===== src/rtl/oven_pkg.sv =====
// rtl/oven_pkg.sv - shared state encoding, BCD time type and BCD arithmetic for the oven cook timer
package oven_pkg;

  localparam int DIGIT_W = 4;
  localparam logic [DIGIT_W-1:0] MAX_MIN_TENS = 4'd9;
  localparam logic [DIGIT_W-1:0] MAX_SEC_TENS = 4'd5;

  typedef enum logic [2:0] {
    ST_IDLE  = 3'd0,
    ST_RUN   = 3'd1,
    ST_PAUSE = 3'd2,
    ST_DONE  = 3'd3
  } oven_state_t;

  typedef struct packed {
    logic [DIGIT_W-1:0] min_tens;
    logic [DIGIT_W-1:0] min_units;
    logic [DIGIT_W-1:0] sec_tens;
    logic [DIGIT_W-1:0] sec_units;
  } mmss_t;

  localparam mmss_t MMSS_ZERO = '0;
  localparam mmss_t MMSS_MAX  = {MAX_MIN_TENS, 4'd9, MAX_SEC_TENS, 4'd9};

  // One-second countdown with BCD borrow; callers never apply it to 00:00.
  function automatic mmss_t mmss_dec(input mmss_t t);
    mmss_t r;
    r = t;
    if (t.sec_units != 4'd0) begin
      r.sec_units = t.sec_units - 4'd1;
    end else begin
      r.sec_units = 4'd9;
      if (t.sec_tens != 4'd0) begin
        r.sec_tens = t.sec_tens - 4'd1;
      end else begin
        r.sec_tens = MAX_SEC_TENS;
        if (t.min_units != 4'd0) begin
          r.min_units = t.min_units - 4'd1;
        end else begin
          r.min_units = 4'd9;
          r.min_tens  = t.min_tens - 4'd1;
        end
      end
    end
    return r;
  endfunction

  // Adds minutes/seconds with carry into minutes and saturation at 99:59.
  function automatic mmss_t mmss_add(input mmss_t t, input logic [7:0] add_min,
                                     input logic [7:0] add_sec);
    logic [7:0] s_sum;
    logic [7:0] m_sum;
    mmss_t r;
    s_sum = 8'(t.sec_tens) * 8'd10 + 8'(t.sec_units) + add_sec;
    m_sum = 8'(t.min_tens) * 8'd10 + 8'(t.min_units) + add_min;
    if (s_sum >= 8'd60) begin
      s_sum = s_sum - 8'd60;
      m_sum = m_sum + 8'd1;
    end
    if (m_sum > 8'd99) begin
      r = MMSS_MAX;
    end else begin
      r.min_tens  = 4'(m_sum / 8'd10);
      r.min_units = 4'(m_sum % 8'd10);
      r.sec_tens  = 4'(s_sum / 8'd10);
      r.sec_units = 4'(s_sum % 8'd10);
    end
    return r;
  endfunction

endpackage


===== src/rtl/oven_tick_gen.sv =====
// rtl/oven_tick_gen.sv - CLK_HZ prescaler with enable/hold and clear, emits a 1-cycle tick on terminal count
module oven_tick_gen #(
  parameter int CLK_HZ = 50_000_000
) (
  input  logic clock,
  input  logic reset_n,
  input  logic en,
  input  logic clr,
  output logic tick
);

  localparam int CW = (CLK_HZ > 1) ? $clog2(CLK_HZ) : 1;
  localparam logic [CW-1:0] TERMINAL = CW'(CLK_HZ - 1);

  logic [CW-1:0] cnt;

  assign tick = en && (cnt == TERMINAL);

  // en low holds the count, which is how a paused cook resumes mid-second.
  always_ff @(posedge clock) begin
    if (!reset_n || clr) begin
      cnt <= '0;
    end else if (tick) begin
      cnt <= '0;
    end else if (en) begin
      cnt <= cnt + 1'b1;
    end
  end

endmodule


===== src/rtl/oven_timer_ctrl.sv =====
// rtl/oven_timer_ctrl.sv - oven cook-timer FSM with BCD MM:SS time; door interlock under OVEN_DOOR_INTERLOCK_EN
module oven_timer_ctrl
  import oven_pkg::*;
#(
  parameter int CLK_HZ    = 50_000_000,
  parameter int ALARM_SEC = 3,
  parameter int ADD_SEC   = 10
) (
  input  logic         clock,
  input  logic         reset_n,
  input  logic         btn_add_min,
  input  logic         btn_add_sec,
  input  logic         btn_start,
  input  logic         btn_stop,
  input  logic         door_open,
  output logic [3:0]   min_tens,
  output logic [3:0]   min_units,
  output logic [3:0]   sec_tens,
  output logic [3:0]   sec_units,
  output logic         heater_on,
  output logic         alarm,
  output logic [2:0]   state
);

  localparam int ACW = (ALARM_SEC > 1) ? $clog2(ALARM_SEC + 1) : 1;

  oven_state_t    st_q;
  mmss_t          t_q;
  logic [ACW-1:0] alarm_cnt;

  logic door;
  logic start_ok;
  logic w_stop, w_start, w_min, w_sec, w_add;
  logic force_pause;
  logic tick_en, tick_clr, tick;
  mmss_t t_add, t_dec;

`ifdef OVEN_DOOR_INTERLOCK_EN
  assign door = door_open;
`else
  logic unused_door;
  assign unused_door = door_open;
  assign door = 1'b0;
`endif

  // An open door makes start invisible, so a lower-priority add can still win that cycle.
  assign start_ok    = btn_start && !door;
  assign w_stop      = btn_stop;
  assign w_start     = !btn_stop && start_ok;
  assign w_min       = !btn_stop && !start_ok && btn_add_min;
  assign w_sec       = !btn_stop && !start_ok && !btn_add_min && btn_add_sec;
  assign w_add       = w_min || w_sec;
  assign force_pause = door && (st_q == ST_RUN);

  assign tick_en  = ((st_q == ST_RUN) && !w_stop && !force_pause) || (st_q == ST_DONE);
  assign tick_clr = (st_q == ST_IDLE);

  oven_tick_gen #(.CLK_HZ(CLK_HZ)) u_tick (
    .clock   (clock),
    .reset_n (reset_n),
    .en      (tick_en),
    .clr     (tick_clr),
    .tick    (tick)
  );

  always_comb begin
    t_add = mmss_add(t_q, w_min ? 8'd1 : 8'd0, w_min ? 8'd0 : 8'(ADD_SEC));
    t_dec = mmss_dec(t_q);
  end

  always_ff @(posedge clock) begin
    if (!reset_n) begin
      st_q      <= ST_IDLE;
      t_q       <= MMSS_ZERO;
      heater_on <= 1'b0;
      alarm     <= 1'b0;
      alarm_cnt <= '0;
    end else begin
      case (st_q)
        ST_IDLE: begin
          if (w_stop) begin
            t_q <= MMSS_ZERO;
          end else if (w_start) begin
            if (t_q != MMSS_ZERO) begin
              st_q      <= ST_RUN;
              heater_on <= 1'b1;
            end
          end else if (w_add) begin
            t_q <= t_add;
          end
        end
        ST_RUN: begin
          if (w_stop || force_pause) begin
            st_q      <= ST_PAUSE;
            heater_on <= 1'b0;
          end else if (w_add) begin
            t_q <= t_add;
          end else if (tick) begin
            t_q <= t_dec;
            if (t_dec == MMSS_ZERO) begin
              st_q      <= ST_DONE;
              heater_on <= 1'b0;
              alarm     <= 1'b1;
              alarm_cnt <= '0;
            end
          end
        end
        ST_PAUSE: begin
          if (w_stop) begin
            st_q <= ST_IDLE;
            t_q  <= MMSS_ZERO;
          end else if (w_start) begin
            st_q      <= ST_RUN;
            heater_on <= 1'b1;
          end else if (w_add) begin
            t_q <= t_add;
          end
        end
        ST_DONE: begin
          if (w_stop || w_start) begin
            st_q  <= ST_IDLE;
            alarm <= 1'b0;
          end else if (tick) begin
            if (alarm_cnt == ACW'(ALARM_SEC - 1)) begin
              st_q  <= ST_IDLE;
              alarm <= 1'b0;
            end else begin
              alarm_cnt <= alarm_cnt + 1'b1;
            end
          end
        end
        default: begin
          st_q      <= ST_IDLE;
          t_q       <= MMSS_ZERO;
          heater_on <= 1'b0;
          alarm     <= 1'b0;
        end
      endcase
    end
  end

  assign min_tens  = t_q.min_tens;
  assign min_units = t_q.min_units;
  assign sec_tens  = t_q.sec_tens;
  assign sec_units = t_q.sec_units;
  assign state     = st_q;

endmodule

===== config.mk =====
export PLATFORM = sky130hd
export DESIGN_NAME = oven_timer_ctrl
export DESIGN_NICKNAME = d
export VERILOG_FILES = /design/src/rtl/oven_pkg.sv /design/src/rtl/oven_tick_gen.sv /design/src/rtl/oven_timer_ctrl.sv
export SDC_FILE = /design/constraint.sdc
export NUM_CORES = 1
export LEC_CHECK = 0
export BUFFER_PORTS_ARGS = -buffer_cell sky130_fd_sc_hd__buf_2
export CAP_MARGIN = 20
export CORE_UTILIZATION = 50
export DETAILED_ROUTE_END_ITERATION = 6
export PLACE_DENSITY = 0.67
export SETUP_SLACK_MARGIN = 0.4
export SLEW_MARGIN = 20
export SYNTH_ARGS = -nofsm -noshare
export SYNTH_HDL_FRONTEND = slang
export SYNTH_HIERARCHICAL = 1
export SYNTH_SLANG_ARGS = --single-unit
export TNS_END_PERCENT = 1

===== constraint.sdc =====
create_clock -name clock -period 4.83 [get_ports clock]
set_input_delay 0.483 -clock clock [delete_from_list [all_inputs] [get_ports clock]]
set_output_delay 0.483 -clock clock [all_outputs]
set_load 0.03 [all_outputs]

== Word level (Yosys, flattened, before mapping) ==
Index checks and enable logic that the tools add are counted.

* Register bits after elaboration: 49
* Input port bits: 7
* Logic and storage cells: 143

* Add/subtract/negate cells: 12
* Multipliers: 2
* Div/mod/pow operators: 4
* $lt $le $gt $ge: 2
* Equal/unequal tests: 26
* Multiplexer cells: 57
* Bitwise logic cells: 2
* Reduce and logical (&&, ||, !) cells: 29

{| class="wikitable"
|+ Operators by type and width
! cell !! number
|-
| 2-to-1 mux 16 bit || 7
|-
| one-hot mux 16 bit (3 select lines) || 1
|-
| 2-to-1 mux 3 bit || 12
|-
| adder 26 x 1 -> 26 bit (second input constant) || 1
|-
| == test 26 bit (second input constant) || 1
|-
| adder 8 x 4 -> 8 bit || 3
|-
| 2-to-1 mux 8 bit || 3
|-
| inequality test 2 bit (second input constant) || 11
|-
| 2-to-1 mux 4 bit || 5
|-
| AND reduction 9 bit || 2
|-
| 2-to-1 mux 1 bit || 17
|-
| divider 8 x 4 -> 8 bit (second input constant) || 2
|-
| logical NOT 16 bit || 1
|-
| remainder unit 8 x 4 -> 8 bit (second input constant) || 2
|-
| nonzero test 16 bit || 1
|-
| subtractor 4 x 1 -> 4 bit (second input constant) || 4
|-
| inequality test 3 bit (second input constant) || 5
|-
| multiplier 4 x 3 -> 7 bit (second input constant) || 2
|-
| 2-to-1 mux 2 bit || 7
|-
| 2-to-1 mux 12 bit || 1
|-
| one-hot mux 3 bit (4 select lines) || 1
|-
| nonzero test 4 bit || 3
|-
| adder 8 x 1 -> 8 bit || 1
|-
| adder 8 x 1 -> 8 bit (second input constant) || 1
|-
| 23 further kinds || 40
|}

== Logic depth before layout (Yosys ltp) ==
* Depth in word-level cells: 13
* Depth in mapped cells: 21

== Modules after synthesis ==
The synthesis kept the hierarchy.

{| class="wikitable"
|+ Modules (own cells, without submodules)
! module !! instances !! cells an instance !! area an instance (µm²) !! sequential area each (µm²)
|-
| oven_timer_ctrl || 1 || 586 || 4,202.8 || 440.4
|-
| oven_tick_gen || 1 || 150 || 1,333.8 || 520.5
|}

== Least setup slack after synthesis ==
No wires, ideal clock.

* Path kind: flip-flop to flip-flop
* Start: reg t_q, in the netlist sec_tens[2]
* End: reg t_q, in the netlist sec_units[3]
* Data arrival time: 4,440 ps
* Data required time: 4,760 ps
* Path slack: 320 ps
* Cell stages (with the launch flop): 19
* Path buffers: 2
* Clock period less this slack: 4,510 ps
* Path through: dfxtp_1 ha_1 ha_1 inv_1 fa_1 nand2b_1 a21oi_4 xor2_2 nor3_2 buf_6 a21oi_1 nor2_1 clkbuf_1 nor3_1 a211oi_1 nor3_1 a2111oi_2 mux2_2 a21oi_1

* Word-level cells in the longest chain between the ends: 11
* Elaborated cells between the ends (all ways): 16
* Classes of those cells: add/sub: 3; mul: 1; div: 1; order compare: 2; mux: 9

{| class="wikitable"
|+ RTL lines
! element !! RTL line !! source
|-
| start, declared || oven_timer_ctrl.sv:28 || <nowiki>mmss_t t_q;</nowiki>
|-
| start signal, assigned || oven_timer_ctrl.sv:89 || <nowiki>t_q <= t_add;</nowiki>
|-
| start signal, assigned || oven_timer_ctrl.sv:97 || <nowiki>t_q <= t_add;</nowiki>
|-
| start signal, assigned || oven_timer_ctrl.sv:99 || <nowiki>t_q <= t_dec;</nowiki>
|-
| multiplier 4 x 3 -> 7 bit * || oven_pkg.sv:54 || <nowiki>s_sum = 8'(t.sec_tens) * 8'd10 + 8'(t.sec_units) + add_sec;</nowiki>
|-
| adder 8 x 4 -> 8 bit * (2 in series) || oven_pkg.sv:54 ||
|-
| subtractor 8 x 6 -> 8 bit or >= comparator 8 x 6 -> 1 bit (tied branches) || oven_pkg.sv:57, oven_pkg.sv:56 ||
|-
| 2-to-1 mux 8 bit || oven_pkg.sv:56 || <nowiki>if (s_sum >= 8'd60) begin</nowiki>
|-
| remainder unit 8 x 4 -> 8 bit or > comparator 8 x 7 -> 1 bit (tied branches) || oven_pkg.sv:66, oven_pkg.sv:60 ||
|-
| 2-to-1 mux 16 bit * || oven_pkg.sv:60 || <nowiki>if (m_sum > 8'd99) begin</nowiki>
|-
| 2-to-1 mux 16 bit || oven_timer_ctrl.sv:88, oven_timer_ctrl.sv:115 ||
|-
| 2-to-1 mux 16 bit || oven_timer_ctrl.sv:112 || <nowiki>end else if (w_start) begin</nowiki>
|-
| 2-to-1 mux 16 bit || oven_timer_ctrl.sv:81 || <nowiki>if (w_stop) begin</nowiki>
|-
| one-hot mux 16 bit (3 select lines) * || oven_timer_ctrl.sv:79 || <nowiki>case (st_q)</nowiki>
|}

Every way passes the cells marked *; elsewhere a longest branch is shown, timed or not. The select of a mux whose other input is x is not followed.
A chain may end at the register's enable or synchronous reset.

== Worst setup path after layout ==
* Start: in btn_stop
* End: reg t_q, in the netlist min_units[1]

* Word-level cells in the longest chain between the ends: 13
* Elaborated cells between the ends (all ways): 31
* Classes of those cells: add/sub: 3; div: 1; order compare: 2; eq/ne: 4; mux: 10; reduce/logical: 11

{| class="wikitable"
|+ RTL lines
! element !! RTL line !! source
|-
| start, declared || oven_timer_ctrl.sv:14 || <nowiki>input logic btn_stop,</nowiki>
|-
| logical NOT 1 bit || - ||
|-
| logical AND 1 bit || oven_timer_ctrl.sv:50, oven_timer_ctrl.sv:51 ||
|-
| logical AND 1 bit || oven_timer_ctrl.sv:50 || <nowiki>assign w_min = !btn_stop && !start_ok && btn_add_min;</nowiki>
|-
| 2-to-1 mux 1 bit or 2-to-1 mux 4 bit (tied branches) || oven_timer_ctrl.sv:67 || <nowiki>t_add = mmss_add(t_q, w_min ? 8'd1 : 8'd0, w_min ? 8'd0 : 8'(ADD_SEC));</nowiki>
|-
| adder 8 x 1 -> 8 bit or adder 8 x 4 -> 8 bit (tied branches) || oven_pkg.sv:55, oven_pkg.sv:54 ||
|-
| adder 8 x 1 -> 8 bit or >= comparator 8 x 6 -> 1 bit (tied branches) || oven_pkg.sv:58, oven_pkg.sv:56 ||
|-
| 2-to-1 mux 8 bit || oven_pkg.sv:56 ||
|-
| remainder unit 8 x 4 -> 8 bit or > comparator 8 x 7 -> 1 bit (tied branches) || oven_pkg.sv:64, oven_pkg.sv:60 ||
|-
| 2-to-1 mux 16 bit || oven_pkg.sv:60 ||
|-
| 2-to-1 mux 16 bit || oven_timer_ctrl.sv:88, oven_timer_ctrl.sv:115 ||
|-
| 2-to-1 mux 16 bit || oven_timer_ctrl.sv:112 ||
|-
| 2-to-1 mux 16 bit || oven_timer_ctrl.sv:81 ||
|-
| one-hot mux 16 bit (3 select lines) || oven_timer_ctrl.sv:79 ||
|-
| end signal, assigned || oven_timer_ctrl.sv:89 ||
|-
| end signal, assigned || oven_timer_ctrl.sv:97 ||
|-
| end signal, assigned || oven_timer_ctrl.sv:116 || <nowiki>t_q <= t_add;</nowiki>
|}

Several ways; a longest one is shown, not always the timed one. The select of a mux whose other input is x is not followed.

==> results.sh <==
export IMPL_core_um2=10800
export IMPL_run_status="complete, no violations"
export IMPL_holdPathStages=2
export IMPL_switchingPower_w=0.00290
export IMPL_worst_path_max_delay_cell="or3_1"
export IMPL_crit_chain="buf_8 -> nor3b_4 -> xnor2_1 -> ha_2 -> a21o_1 -> ha_2 -> inv_2 -> fa_2 -> nand2b_4 -> a21oi_4 -> xor2_2 -> nor3_4 -> buf_12 -> a211oi_4 -> buf_6 -> xnor2_4 -> and2b_2 -> or3_1 -> a31o_1 -> nand2_2 -> xor2_1 -> a221o_1"
export IMPL_clkSinkCount=48
export IMPL_synth_cell_types=98
export IMPL_wirelength_um=16700
export IMPL_root_buffer="clkbuf_8"
export IMPL_fillers=1004
export IMPL_sw_frac_of_total_pct=54.6
export IMPL_skew_ps=5.90
export IMPL_drt_antenna_violating_nets=0
export IMPL_grt_overflow_total=0
export IMPL_r2r_setup_slack_ps=480
export IMPL_critPathTopFamily="simple AND/OR/NAND/NOR gates"
export IMPL_startpoint_type="input pin"
export IMPL_synthArstFlopShare_pct=0
export IMPL_place_area_um2=6160
export IMPL_insertion_delay_ps=310
export IMPL_gp_congestion=0.941
export IMPL_vias=6042
export IMPL_finalCriticalPeriod_ps=4460
export IMPL_synth_nets=770
export IMPL_antenna_cells=0
export IMPL_grt_pass1_wl_um=27000
export IMPL_irDropWorstVdd_mv=0.615
export IMPL_post_place_ws_ps=-14.8
export IMPL_synth_top_cell_area_share_pct=17.4
export IMPL_path_buf_inv=4
export IMPL_grt_pass1_vias=5568
export IMPL_cap_violations=0
export IMPL_synth_area_um2=5540
export IMPL_crit_path_end_kind="flip-flop"
export IMPL_timing_hold_violations_final=0
export IMPL_critPathKind="input pin to flip-flop"
export IMPL_rsz0062_at_grt="yes"
export IMPL_max_freq_ghz=0.224
export IMPL_ff2ff_path_depth=17
export IMPL_rows=38
export IMPL_p_leak_nw=2.43
export IMPL_initial_utilization_pct=51.3
export IMPL_synth_top_area_cell="dfxtp_1"
export IMPL_max_slew_margin_pct=36.6
export IMPL_synth_top_cells_by_area="dfxtp_1 17%, a21oi_1 5.7%, nor2_1 5.6%, ha_1 5.2%, o21ai_0 5.0%"
export IMPL_fp_dieW_um=107
export IMPL_cp_required_ps=5030
export IMPL_die_area_um2=11500
export IMPL_grt_max_degree=28
export IMPL_first_pass_iters=5
export IMPL_max_stage_delay_ps=380
export IMPL_seqPwrFrac_pct=10.3
export IMPL_via_per_inst=6.37
export IMPL_slew_violations=0
export IMPL_pwr_share_clk_pct=4.8
export IMPL_min_path_type="flip-flop to flip-flop"
export IMPL_yosysWarnings=6
export IMPL_fin_crit_sh_pct=92.2
export IMPL_clkTransAtPathRegs_ps=90
export IMPL_cellInternalPower_w=0.00242
export IMPL_ios=28
export IMPL_drcViolationCount=0
export IMPL_worstMarginPinSlew_ps=949
export IMPL_nets=842
export IMPL_tns_ps=0
export IMPL_syn_inst=736
export IMPL_drt_iter0_markers=640
export IMPL_hold_path_end="u_tick/cnt[15]"
export IMPL_hpwl_um=12700
export IMPL_cts_tree="done"
export IMPL_r2r_start="sec_tens[2]"
export IMPL_synth_edf_count=0
export IMPL_synth_seq_cells=48
export IMPL_r2r_end="sec_units[3]"
export IMPL_fin_area_um2=6490
export IMPL_avgSynthCellArea_um2=7.52
export IMPL_h_tree_depth=2
export IMPL_grt_usage_pct=29.2
export IMPL_min_from="u_tick/cnt[15]"
export IMPL_ys_seq_area_share_pct=17.4
export IMPL_antenna_found_initial=0
export IMPL_cts_buffers=5
export IMPL_ys_flop_type="dfxtp_1"
export IMPL_p_comb_share_pct=84.8
export IMPL_crit_fanout=7
export IMPL_syn_to_final_growth_pct=17.3
export IMPL_crit_top_cell="ha_2"
export IMPL_dieHeight_um=107
export IMPL_wl_per_cell_um=17.6
export IMPL_cp_arrival_ps=4660
export IMPL_p_per_area_nw_per_um2=819
export IMPL_fin_ws_ps=375
export IMPL_clock_path_buffers=2
export IMPL_port_buffers=25
export IMPL_setup_violations=0
export IMPL_drive_gt1_share_pct=21.9
## layer usage
metal	routed length [um]	GRT usage (%)	share of wire (%)	up-vias
met3	827	3.53	4.9	33
met2	8120	49.1	49	200
met1	7380	38.3	44	2899
li1	-	-	-	2910
met5	0	0	0	-
met4	415	10.9	2.5	0
## layout make-up
cell class	count	area (um2)	share of cell area [%]
flip-flops and latches	48	962	14.8
multi-input cells	632	4460	68.6
repair buffers	98	721	11.1
clock inverters	1	7.51	0.116
clock buffers	7	86.3	1.33
inverters	23	86.3	1.33
well taps	140	175	2.70
## synth_stat cells, types with 9 or more instances
library cell,n
nand3_1,24
xor2_1,15
a21oi_1,63
clkbuf_1,17
nor3_1,31
a211oi_1,9
ha_1,23
o21ai_0,55
mux2i_1,11
and3_1,10
or3_1,10
inv_1,23
o31ai_1,10
a21o_1,9
nor2_1,82
xnor2_1,25
dfxtp_1,48
nand4_1,16
nand2_1,55
## cell usage in the layout (no fill, tap or decap), types with 7 or more instances in the layout
cell type	instances
and3_1	10
o21ai_1	7
buf_4	71
nor2_1	81
ha_1	20
o31ai_1	10
nor2b_1	8
nand3_1	24
o21ai_0	54
or3_1	10
or4_1	8
inv_1	22
xor2_1	15
mux2i_1	11
nand2_1	54
dfxtp_1	47
a31oi_1	8
xnor2_1	21
nor3_1	30
a211oi_1	9
a21o_1	8
nand4_1	16
a21oi_1	63
buf_2	22
o211ai_1	7
## cells by family after synthesis
| logic type | count (synthesis) | synth area share (%) |
|---|---|---|
| buffers and inverters | 56 | 4.79 |
| adder cells (fa/ha/maj) | 27 | 6.64 |
| AND/OR/NAND/NOR | 299 | 28.2 |
| other | 1 | 0.0677 |
| multiplexers | 14 | 2.80 |
| AO/OA/AOI/OAI | 242 | 30.7 |
| flip-flops | 48 | 17.4 |
| XOR/XNOR | 49 | 9.49 |
## worst min-delay path, stage by stage, from the launching register on
cell and delay [ps]:
dfxtp_1 340, o31ai_1 70, a21oi_1 60
## metrics by stage
step                hold slack, ps  instances  util [%]  power (W)
floorplan                      441        736         -    0.00347
finish                         513        949      60.2    0.00532
global route                   538        949      60.2    0.00574
detailed placement             486        929      57.0    0.00468
global placement               457        929      57.0    0.00461
CTS                            506        941      58.4    0.00502
## power groups by stage
stage | Clock (W) | Combinational, W | Sequential (W)
floorplan | 0 | 0.00281 | 0.000656
global placement | 0 | 0.00406 | 0.000554
detailed placement | 0 | 0.00413 | 0.000557
CTS | 0.000263 | 0.00421 | 0.000546
global route | 0.000276 | 0.00490 | 0.000558
finish | 0.000257 | 0.00451 | 0.000550
## flip-flops by register name (all words and copies together) (netlist names)
name	cells
alarm	1
min_units	4
heater_on	1
min_tens	4
sec_units	4
alarm_cnt	2
sec_tens	4
state	2
u_tick/cnt	26
## worst max-delay path by stage
stage | slack, ps | to | from | cells after the start
after global placement | 60 | min_units[1] | btn_start | 21
after global routing | 150 | sec_units[3] | btn_stop | 21
after floorplan | 360 | min_units[1] | btn_stop | 20
after detailed placement | -10 | min_units[3] | btn_start | 22
final | 370 | min_units[1] | btn_stop | 22
after CTS | 420 | sec_units[3] | btn_start | 20
## what timing repair did
item                                   in CTS  in global routing
pin swaps                                   6                 19
setup buffers                               4                  8
gates cloned                                0                  0
setup endpoints to repair                   6                 10
endpoints found under the hold margin       0                  0
gates resized for setup                     4                 33
hold buffers                                0                  0
Note: power is estimated with default switching activity, not from simulation.
